$ cat src/rtl/speaker_i2s_tx_pkg.sv
// Shared constants and helpers for the I2S speaker transmitter.
// Honours I2S_LEFT_JUSTIFIED_EN (left-justified framing instead of standard I2S).
package speaker_i2s_tx_pkg;

  localparam int SAMPLE_W = 16;
  localparam int CNT_W    = 9;
  localparam int SLOT_W   = 4;
  localparam int MCLK_BIT = 1;
  localparam int SCK_BIT  = 3;
  localparam int LRCK_BIT = 8;

  typedef logic [SAMPLE_W-1:0] sample_t;
  typedef logic [SLOT_W-1:0]   slot_t;

  // Word bit carried by a slot; standard I2S is delayed by one slot (slot 0 handled by caller).
  function automatic slot_t slot_bit_index(input slot_t slot);
`ifdef I2S_LEFT_JUSTIFIED_EN
    return slot_t'(SAMPLE_W - 1) - slot;
`else
    return slot_t'(0) - slot;
`endif
  endfunction

endpackage

$ cat src/rtl/speaker_i2s_tx_clk_gen.sv
// Free-running frame counter producing MCLK/SCK/LRCK plus capture and shift strobes,
// and the slot/half position of the slot that begins on the next clock edge.
module audio_clk_gen
  import speaker_i2s_tx_pkg::*;
(
  input  logic              clk,
  input  logic              rst_n,
  output logic              mclk,
  output logic              sck,
  output logic              lrck,
  output logic              capture_stb,
  output logic              shift_stb,
  output logic [SLOT_W-1:0] slot_next,
  output logic              half_next
);

  logic [CNT_W-1:0] cnt_reg;
  logic [CNT_W-1:0] cnt_next;

  assign cnt_next = cnt_reg + CNT_W'(1);

  always_ff @(posedge clk or negedge rst_n) begin
    if (!rst_n) begin
      cnt_reg <= '0;
    end else begin
      cnt_reg <= cnt_next;
    end
  end

  assign mclk        = cnt_reg[MCLK_BIT];
  assign sck         = cnt_reg[SCK_BIT];
  assign lrck        = cnt_reg[LRCK_BIT];
  assign capture_stb = (cnt_reg == '1);
  // Last cycle of a slot: the edge that ends it is the SCK falling edge.
  assign shift_stb   = (cnt_reg[SCK_BIT:0] == '1);
  assign slot_next   = cnt_next[LRCK_BIT-1:SCK_BIT+1];
  assign half_next   = cnt_next[LRCK_BIT];

endmodule

$ cat src/rtl/speaker_i2s_tx.sv
// Stereo I2S serializer for the Pmod DAC: latches one L/R pair per 512-cycle frame.
// Define I2S_LEFT_JUSTIFIED_EN for left-justified output (default is standard I2S).
module speaker_i2s_tx
  import speaker_i2s_tx_pkg::*;
(
  input  logic        clk,
  input  logic        rst_n,
  input  logic [15:0] audio_left,
  input  logic [15:0] audio_right,
  output logic        audio_mclk,
  output logic        audio_lrck,
  output logic        audio_sck,
  output logic        audio_sdin,
  output logic        sample_tick
);

  logic              capture_stb;
  logic              shift_stb;
  logic [SLOT_W-1:0] slot_next;
  logic              half_next;

  sample_t word_l_reg;
  sample_t word_r_reg;
  sample_t cur_word;
  logic    sdin_next;

  audio_clk_gen u_clk_gen (
    .clk         (clk),
    .rst_n       (rst_n),
    .mclk        (audio_mclk),
    .sck         (audio_sck),
    .lrck        (audio_lrck),
    .capture_stb (capture_stb),
    .shift_stb   (shift_stb),
    .slot_next   (slot_next),
    .half_next   (half_next)
  );

  assign sample_tick = capture_stb;

  always_ff @(posedge clk or negedge rst_n) begin
    if (!rst_n) begin
      word_l_reg <= '0;
      word_r_reg <= '0;
    end else if (capture_stb) begin
      word_l_reg <= audio_left;
      word_r_reg <= audio_right;
    end
  end

  always_comb begin
    cur_word  = half_next ? word_r_reg : word_l_reg;
    sdin_next = cur_word[slot_bit_index(slot_next)];
`ifndef I2S_LEFT_JUSTIFIED_EN
    // The right LSB spilling into the next left slot 0 is loaded on the same edge that
    // reloads word_r_reg, so it still reads the previous frame's right word.
    if (slot_next == '0) begin
      sdin_next = half_next ? word_l_reg[0] : word_r_reg[0];
    end
`endif
  end

  always_ff @(posedge clk or negedge rst_n) begin
    if (!rst_n) begin
      audio_sdin <= 1'b0;
    end else if (shift_stb) begin
      audio_sdin <= sdin_next;
    end
  end

endmodule
$ cat config.mk
export PLATFORM = sky130hd
export DESIGN_NAME = speaker_i2s_tx
export DESIGN_NICKNAME = d
export VERILOG_FILES = /design/src/rtl/speaker_i2s_tx_pkg.sv /design/src/rtl/speaker_i2s_tx_clk_gen.sv /design/src/rtl/speaker_i2s_tx.sv
export SDC_FILE = /design/constraint.sdc
export NUM_CORES = 1
export LEC_CHECK = 0
export ABC_AREA = 1
export BUFFER_PORTS_ARGS = -buffer_cell sky130_fd_sc_hd__buf_4
export CAP_MARGIN = 30
export CORE_MARGIN = 1.5
export CORE_UTILIZATION = 40
export CTS_BUF_LIST = sky130_fd_sc_hd__clkbuf_16
export DETAILED_ROUTE_END_ITERATION = 16
export GPL_TIMING_DRIVEN = 0
export PLACE_DENSITY = 0.68
export SYNTH_ARGS = -nofsm -noshare
export SYNTH_HDL_FRONTEND = slang
export SYNTH_SLANG_ARGS = --single-unit
$ cat constraint.sdc
create_clock -name clk -period 2.5 [get_ports clk]
set_input_delay 0 -clock clk [delete_from_list [all_inputs] [get_ports clk]]
set_output_delay 0 -clock clk [all_outputs]
set_load 0.01 [all_outputs]
==> flow_metrics.env, run 1 <==
export IMPL_status="completed"
export IMPL_setup_viol=0
export IMPL_path_clk_slew_ps=60
export IMPL_wl_per_cell_um=12.06
export IMPL_fp_row_count=26
export IMPL_grt_pass1_vias=1807
export IMPL_tns_ps=0
export IMPL_syn_to_final_growth_pct=42.32
export IMPL_peakVddDrop_mv=0.4085
export IMPL_drc_errors=0
export IMPL_mostFrequentLayoutCells="64 x nand2_1, 41 x buf_4, 41 x dfrtp_1"
export IMPL_post_route_period_util_pct=93.04
export IMPL_io_pins=39
export IMPL_holdWs_ps=252.3
export IMPL_synthDistinctLibCells=21
export IMPL_die_w_um=75.64
export IMPL_die_h_um=75.64
export IMPL_period_minus_slack_ps=2326
export IMPL_dpl_hpwl_mm=3.178
export IMPL_die_area_um2=5721
export IMPL_fin_cells=405
export IMPL_cts_max_path_buffers=2
export IMPL_grt_pass1_wl_mm=8.176
export IMPL_grt_total_usage_pct=19.28
export IMPL_clock_fmax_mhz=429.9
export IMPL_synth_seq_cells=42
export IMPL_cts_tree="built"
export IMPL_stdcell_area_um2=3004
export IMPL_num_vias=1899
export IMPL_cp_max_fo=10
export IMPL_crit_path_start_kind="flop"
export IMPL_hold_path_class="in2async"
export IMPL_clock_skew_ps=4.567
export IMPL_fill_cells=459
export IMPL_antenna_left=0
export IMPL_netlist_area_um2=2111
export IMPL_p_leak_nw=1.526
export IMPL_core_area_um2=5107
export IMPL_dpl_cell_area_um2=2484
export IMPL_drive_above_1_share_pct=22.69
export IMPL_syn_inst=254
export IMPL_r2r_start="u_clk_gen.cnt_reg[0]$_DFF_PN0_"
export IMPL_yosysSeqAreaShare_pct=49.79
export IMPL_cp_arrival_ps=2500
export IMPL_place_gp_congestion=0.8694
export IMPL_worst_setup_path_type="reg2reg"
export IMPL_antenna_found_initial=0
export IMPL_dr_first_iter_drc_count=59
export IMPL_syn_avg_cell_area_um2=8.310
export IMPL_grt_max_degree=43
export IMPL_drt_wl_total_mm=4.885
export IMPL_maxSlewViolCount=0
export IMPL_final_hold_viol_count=0
export IMPL_max_cap_viol_count=0
export IMPL_diodes=0
export IMPL_numCtsBuffers=5
export IMPL_drt_vias_per_instance=4.689
export IMPL_required_ps=2670
export IMPL_io_buffers=38
export IMPL_cts_sinks=42
export IMPL_ff2ff_path_depth=17
export IMPL_clk_latency_ps=280
export IMPL_cts_root_buffer_cell="clkbuf_16"
export IMPL_firstDrtPassIters=4
export IMPL_yosys_warnings=0
export IMPL_initial_core_util_pct=41.33
export IMPL_syn_nets=291
export IMPL_power_density_nw_per_um2=458.7
export IMPL_startpoint="u_clk_gen.cnt_reg[0]$_DFF_PN0_"
export IMPL_cts_max_level=2
export IMPL_finalNetCount=371
export IMPL_endpoint_kind="flop"
export IMPL_tightest_slew_ps=597.2
export IMPL_dp_cells=362
export IMPL_gr_total_overflow=0
export IMPL_maxSlewHeadroom_pct=60.19
export IMPL_power_mw=1.378
export IMPL_final_common_cell="nand2_1"
## where the power goes
| group | internal (mW) | total (mW) | switching, mW |
|---|---|---|---|
| Clock | 0.361 | 0.604 | 0.244 |
| Sequential | 0.680 | 0.680 | 0 |
| Combinational | 0.0656 | 0.0940 | 0.0284 |
## per-layer routing
metal  wire (um)  vias to the layer above  GRT usage (%)  share of wire [%]
met4          59                        0          5.357                1.2
met3         207                        6          3.968                4.2
met5           0                        -              0                  0
met2        2558                       41          34.21                 52
met1        2060                      890          23.83                 42
li1            -                      962              -                  -
## area by class of cell
type                            instances  area [um^2]  area share [%]
Sequential cell                        42         1052           35.03
Multi-Input combinational cell        170        917.1           30.53
Timing Repair Buffer                   73        630.6           20.99
Clock buffer                            5        125.1           4.165
Inverter                               32        120.1           3.998
Tap cell                               70        87.58           2.915
Buffer                                 10        58.81           1.958
Clock inverter                          3        12.51          0.4165
## repair_timing
action | 4_1_cts | 5_1_grt
buffers inserted | 0 | 2
resized for setup | 7 | 4
endpoints found under the setup margin | 26 | 1
hold buffers | 33 | 0
endpoints found under the hold margin | 74 | 0
## cells in the mapped netlist
master / instances / area (um^2)
nor2_1: 25 / 93.84
xor2_1: 2 / 17.52
o21ai_0: 19 / 95.09
inv_1: 32 / 120.1
ha_1: 3 / 37.54
buf_1: 2 / 7.510
nand2_2: 3 / 18.77
nor3_1: 1 / 5.000
o21ai_2: 1 / 8.760
nand3b_1: 1 / 7.510
nand3_2: 1 / 10.01
nand2_1: 64 / 240.2
o21a_1: 2 / 15.01
nand3_1: 20 / 100.1
mux2_2: 15 / 168.9
a21oi_1: 12 / 60.06
dfrtp_1: 42 / 1051
nand4_2: 1 / 12.51
buf_2: 3 / 15.01
buf_6: 1 / 11.26
clkbuf_1: 4 / 15.01
## worst paths after layout
kind                                                   to  slack [ps]
setup reg to reg                   audio_sdin$_DFFE_PN0P_         170
setup / recovery                   audio_sdin$_DFFE_PN0P_         170
hold / removal                     audio_sdin$_DFFE_PN0P_         250
min in group clk               word_l_reg[11]$_DFFE_PN0P_         460
max in group asynchronous  u_clk_gen.cnt_reg[0]$_DFF_PN0_        1870
hold reg to reg                    audio_sdin$_DFFE_PN0P_         490
## stage by stage
stage                     setup slack [ps]  utilization (%)
after floorplan                      113.4                -
final                                174.0            58.82
after detailed placement            -356.5            48.63
after global placement              -349.6            48.63
after CTS                            11.88            58.40
after global routing                -1.277            58.82
## kinds of logic (layout without fill, tap and decap cells)
| family | count (synthesis) | count (layout) | share of synthesized area [%] |
|---|---|---|---|
| simple gates | 116 | 116 | 23.12 |
| flops | 42 | 42 | 49.79 |
| buf+inv | 42 | 123 | 8.002 |
| compound gates | 34 | 34 | 8.477 |
| mux | 15 | 15 | 8.002 |
| fa+ha+maj | 3 | 3 | 1.778 |
| xor+xnor | 2 | 2 | 0.8300 |
## critical path, stage by stage, from the launching register on
cell      delay [ps]
dfrtp_2          430
ha_4             200
nand4_4          100
nor3_2            40
ha_1             280
buf_2            170
clkbuf_4         220
nor2_1            60
a21oi_1          130
nand2_1           70
nand3_1           70
nand2_1           60
nand2_1           50
nand2_1           60
nand2_1           60
nand3_1           80
nand2_1           80
nand2_1           50
Power figures use the tool's default switching activity.
==> run 2: changes to the inputs <==
Settings changed: REMOVE_ABC_BUFFERS from default to 1.
==> run 2 against run 1 <==
  * Register-to-register slack about the same
  * Clock power increased by 19%
  * Combinational power decreased by 1%
  * Clock skew decreased by 0.68 ps
  * First-iteration DRC count increased by 110%
  * Via count increased by 0.84%
  * Routed wire length decreased by 5.8%
  * Design area increased by 3.0%
  * Utilization increased by 1.8 points
  * Global-route usage decreased by 2.0 points
  * Largest cell class unchanged
  * Largest power group is now the clock network
  * Highest routed layer unchanged
==> flow_metrics.env, run 2 (same netlist as run 1, synthesis figures left out) <==
export IMPL_status="completed"
export IMPL_numCtsBuffers=5
export IMPL_final_common_cell="nand2_1"
export IMPL_finalNetCount=370
export IMPL_max_cap_viol_count=0
export IMPL_grt_pass1_vias=1701
export IMPL_firstDrtPassIters=7
export IMPL_core_area_um2=5107
export IMPL_drc_errors=0
export IMPL_syn_to_final_growth_pct=46.65
export IMPL_fin_cells=404
export IMPL_cp_max_fo=5
export IMPL_grt_max_degree=51
export IMPL_antenna_left=0
export IMPL_power_density_nw_per_um2=480.9
export IMPL_antenna_found_initial=0
export IMPL_die_h_um=75.64
export IMPL_path_clk_slew_ps=60
export IMPL_die_w_um=75.64
export IMPL_diodes=0
export IMPL_wl_per_cell_um=11.39
export IMPL_cts_sinks=42
export IMPL_cts_max_path_buffers=2
export IMPL_maxSlewViolCount=0
export IMPL_clock_skew_ps=3.882
export IMPL_place_gp_congestion=0.8149
export IMPL_worst_setup_path_type="reg2reg"
export IMPL_seqCellArea_um2=1051
export IMPL_crit_path_start_kind="flop"
export IMPL_final_core_utilization_pct=60.61
export IMPL_clk_latency_ps=280
export IMPL_dpl_cell_area_um2=2437
export IMPL_initial_core_util_pct=41.33
export IMPL_io_buffers=38
export IMPL_fill_cells=438
export IMPL_fin_ws_ps=179.1
export IMPL_num_vias=1915
export IMPL_dpl_hpwl_mm=2.802
export IMPL_dp_slack_ps=-289.7
export IMPL_drt_wl_total_mm=4.603
export IMPL_peakVddDrop_mv=0.2548
export IMPL_fp_row_count=26
export IMPL_mostFrequentLayoutCells="63 x nand2_1, 47 x buf_4, 42 x dfrtp_1"
export IMPL_stdcell_area_um2=3095
export IMPL_p_leak_nw=1.559
export IMPL_dr_first_iter_drc_count=126
export IMPL_drt_vias_per_instance=4.740
export IMPL_dp_cells=352
export IMPL_power_mw=1.489
export IMPL_period_minus_slack_ps=2321
export IMPL_setup_viol=0
export IMPL_cts_max_level=2
export IMPL_io_pins=39
export IMPL_required_ps=2670
export IMPL_endpoint_kind="flop"
export IMPL_cts_tree="built"
export IMPL_cp_arrival_ps=2490
export IMPL_grt_total_usage_pct=17.32
export IMPL_clock_fmax_mhz=430.9
export IMPL_final_hold_viol_count=0
export IMPL_hold_path_class="in2async"
export IMPL_grt_pass1_wl_mm=7.396
export IMPL_cts_root_buffer_cell="clkbuf_16"
export IMPL_die_area_um2=5721
export IMPL_drive_above_1_share_pct=24.85
export IMPL_gr_total_overflow=0
export IMPL_multi_input_area_um2=955.9
export IMPL_post_route_period_util_pct=92.83
export IMPL_maxSlewHeadroom_pct=64.83
export IMPL_tightest_slew_ps=527.5
## run 2: report_power, final
group | internal (mW) | switching [mW] | total (mW)
clock network | 0.464 | 0.252 | 0.716
logic | 0.0656 | 0.0273 | 0.0929
registers | 0.680 | 0 | 0.680
## run 2: routing by layer
metal	global-route usage, %	vias up	routed length (um)	share of wire, %
met3	3.968	7	149	3.2
met2	28.65	36	2260	49
met4	7.341	0	79	1.7
met5	0	-	0	0
met1	21.86	907	2113	46
li1	-	965	-	-
## run 2: path summary, 6_finish.rpt
path	depth (start not counted)	slack (ps)	from	end
setup / recovery	17	180	u_clk_gen.cnt_reg[0]$_DFF_PN0_	audio_sdin$_DFFE_PN0P_
hold / removal	2	230	rst_n	word_l_reg[1]$_DFFE_PN0P_
setup reg to reg	17	180	u_clk_gen.cnt_reg[0]$_DFF_PN0_	audio_sdin$_DFFE_PN0P_
hold reg to reg	2	500	audio_sdin$_DFFE_PN0P_	audio_sdin$_DFFE_PN0P_
max in group asynchronous	2	1890	rst_n	u_clk_gen.cnt_reg[3]$_DFF_PN0_
min in group clk	4	460	audio_left[8]	word_l_reg[8]$_DFFE_PN0P_
## run 2: cell type report
type                       count  area share, %
sequential                    42          33.95
multi-input combinational    170          30.88
timing repair buffer          82          23.20
clock buffer                   5          4.042
inverter                      32          3.880
tap                           70          2.829
clock inverter                 3          1.213
## run 2: worst max-delay path: stages (launching register included)
cell and delay (ps):
dfrtp_1 410, ha_4 200, nand4_4 150, nor3_4 250
ha_4 260, buf_4 140, nand2_1 60, inv_1 50
nor2_2 120, nand3_1 80, nand3_1 80, nand2_1 60
nand2_1 50, nand2_1 50, nand2_1 60, nand3_1 70
nand2_1 60, nand2_1 50
## run 2: timing repair
action | CTS | global route
resized for setup | 4 | 10
hold buffers | 33 | 0
endpoints found under the hold margin | 74 | 0
buffers inserted | 0 | 11
endpoints found under the setup margin | 19 | 1
pin swaps | 0 | 6
## run 2: metrics by stage
step / hold slack (ps) / setup TNS [ps]
floorplan: -295.6 / -2331
global placement: 18.45 / -19450
detailed placement: 23.58 / -2052
CTS: 271.8 / 0
global route: 306.5 / -33.36
finish: 232.8 / 0
==> run 3: changes to the inputs <==
--- a/config.mk
+++ b/config.mk
@@ -14,5 +14,5 @@
 export DETAILED_ROUTE_END_ITERATION = 16
 export GPL_TIMING_DRIVEN = 0
-export PLACE_DENSITY = 0.68
+export PLACE_DENSITY = 0.66
 export REMOVE_ABC_BUFFERS = 1
 export SYNTH_ARGS = -nofsm -noshare
==> constraint.sdc (replaced) <==
create_clock -name clk -period 2.2 [get_ports clk]
set_input_delay 0.22 -clock clk [delete_from_list [all_inputs] [get_ports clk]]
set_output_delay 0.22 -clock clk [all_outputs]
set_load 0.01 [all_outputs]
==> run 3 against run 2 <==
  * The flow now finishes with violations (setup timing)
  * Routed wire length increased by 6.5%
  * Sequential cell count unchanged
  * Critical path depth decreased by 2
  * Count of clock-buffer cells in the layout unchanged
  * Register-to-register slack got worse by 200 ps
  * Non-clock buffer count decreased by 30
  * Combinational power decreased by 36%
  * Sequential share of layout area increased by 2.6 points
  * Global-route usage decreased by 0.087 points
  * Clock skew increased by 2.6 ps
  * Worst setup slack got worse by 200 ps
  * Critical path type unchanged
==> flow_metrics.env, run 3 (same netlist as run 1, synthesis figures left out) <==
export IMPL_crit_path_start_kind="flop"
export IMPL_tns_ps=-25.55
export IMPL_die_w_um=75.64
export IMPL_max_cap_viol_count=0
export IMPL_core_area_um2=5107
export IMPL_io_pins=39
export IMPL_cts_root_buffer_cell="clkbuf_16"
export IMPL_dpl_cell_area_um2=2437
export IMPL_tightest_slew_ps=531.4
export IMPL_post_route_period_util_pct=101.2
export IMPL_grt_total_usage_pct=17.24
export IMPL_clock_skew_ps=6.475
export IMPL_p_leak_nw=1.440
export IMPL_worst_setup_path_type="reg2reg"
export IMPL_die_h_um=75.64
export IMPL_final_common_cell="nand2_1"
export IMPL_cts_sinks=42
export IMPL_maxSlewHeadroom_pct=64.58
export IMPL_fp_row_count=26
export IMPL_firstDrtPassIters=4
export IMPL_drc_errors=0
export IMPL_grt_pass1_vias=1697
export IMPL_setup_viol=1
export IMPL_mostFrequentLayoutCells="62 x nand2_1, 44 x buf_4, 42 x dfrtp_1"
export IMPL_stdcell_area_um2=2874
export IMPL_numCtsBuffers=5
export IMPL_peakVddDrop_mv=0.3829
export IMPL_syn_to_final_growth_pct=36.16
export IMPL_io_buffers=38
export IMPL_place_gp_congestion=0.8406
export IMPL_dr_first_iter_drc_count=86
export IMPL_holdWs_ps=138.3
export IMPL_status="finished with violations"
export IMPL_antenna_found_initial=0
export IMPL_cts_tree="built"
export IMPL_diodes=0
export IMPL_required_ps=2370
export IMPL_rsz0062_at_grt="true"
export IMPL_violations="setup timing"
export IMPL_power_mw=1.527
export IMPL_endpoint_kind="flop"
export IMPL_fill_cells=467
export IMPL_hold_path_class="in2reg"
export IMPL_finalNetCount=340
export IMPL_final_hold_viol_count=0
export IMPL_gr_total_overflow=0
export IMPL_maxSlewViolCount=0
export IMPL_path_clk_slew_ps=60
export IMPL_fin_ws_ps=-25.55
export IMPL_power_density_nw_per_um2=531.5
export IMPL_cts_max_level=2
export IMPL_cp_arrival_ps=2400
export IMPL_drt_wl_total_mm=4.903
export IMPL_period_minus_slack_ps=2226
export IMPL_clk_latency_ps=280
export IMPL_drive_above_1_share_pct=30.59
export IMPL_antenna_left=0
export IMPL_die_area_um2=5721
export IMPL_cp_max_fo=8
export IMPL_grt_max_degree=51
export IMPL_wl_per_cell_um=13.11
export IMPL_initial_core_util_pct=41.33
export IMPL_grt_pass1_wl_mm=7.355
export IMPL_drt_vias_per_instance=4.770
export IMPL_num_vias=1784
export IMPL_clock_fmax_mhz=449.3
export IMPL_dpl_hpwl_mm=2.777
export IMPL_cts_max_path_buffers=2
run 3: cell types whose count changed in the layout (fill, tap and decap cells not counted), sizes merged:
cell | previous run | this run
clkbuf | 5 | 9
bufinv | 1 | 0
inv | 34 | 33
clkinv | 0 | 2
dlygate4sd3 | 33 | 1
buf | 49 | 47
run 3: layout make-up:
cell class | count | area, um^2 | share of cell area, %
Sequential cell | 42 | 1051 | 36.57
Timing Repair Buffer | 52 | 486.7 | 16.94
Clock inverter | 3 | 12.51 | 0.4353
Tap cell | 70 | 87.58 | 3.047
Clock buffer | 5 | 125.1 | 4.353
Multi-Input combinational cell | 170 | 991.0 | 34.48
Inverter | 32 | 120.1 | 4.179
run 3: final timing paths:
kind                                           startpoint  slack [ps]  cells after the start                        end
setup / recovery           u_clk_gen.cnt_reg[1]$_DFF_PN0_         -30                     15     audio_sdin$_DFFE_PN0P_
hold / removal                              audio_left[1]         140                      3  word_l_reg[1]$_DFFE_PN0P_
setup reg to reg           u_clk_gen.cnt_reg[1]$_DFF_PN0_         -30                     15     audio_sdin$_DFFE_PN0P_
hold reg to reg                    audio_sdin$_DFFE_PN0P_         490                      2     audio_sdin$_DFFE_PN0P_
max in group asynchronous                           rst_n        1360                      2  word_r_reg[0]$_DFFE_PN0P_
min in group asynchronous                           rst_n         470                      2  word_l_reg[1]$_DFFE_PN0P_
run 3: what timing repair did:
item,4_1_cts,5_1_grt
hold buffers,1,0
setup buffers,7,2
hold endpoints to repair,42,0
gates cloned,0,4
pin swaps,2,17
endpoints found under the setup margin,34,2
gates resized for setup,9,17
run 3: worst max-delay path, stage by stage (launching register included):
cell and delay, ps:
dfrtp_1 390, ha_4 180, nand4_4 130, nor3_4 230, ha_4 280, clkbuf_16 180, a21oi_1 140, nand3_1 80
nand3_1 80, nand2_1 60, nand2_1 60, nand2_1 50, nand2_1 60, nand3_1 80, nand2_1 70, nand2_1 50
run 3: layer usage:
layer | share of wire [%] | GRT usage, % | vias up | routed length [um]
li1 | - | - | 904 | -
met1 | 47 | 21.29 | 838 | 2296
met2 | 48 | 29.63 | 34 | 2372
met3 | 2.8 | 3.968 | 8 | 138
met4 | 1.9 | 6.151 | 0 | 95
met5 | 0 | 0 | - | 0
run 3: power by group:
group	switching [mW]	internal [mW]
logic	0.0222	0.0376
clock network	0.285	0.410
registers	0	0.773
total	0.307	1.22
run 3: stage by stage:
step	worst slack, ps	instances	util, %
4_1_cts	18.77	368	52.74
6_report	-25.55	374	56.27
3_5_place_dp	-618.9	352	47.72
2_1_floorplan	-454.1	244	-
5_1_grt	-195.5	374	56.27
3_3_place_gp	-937.5	352	47.67
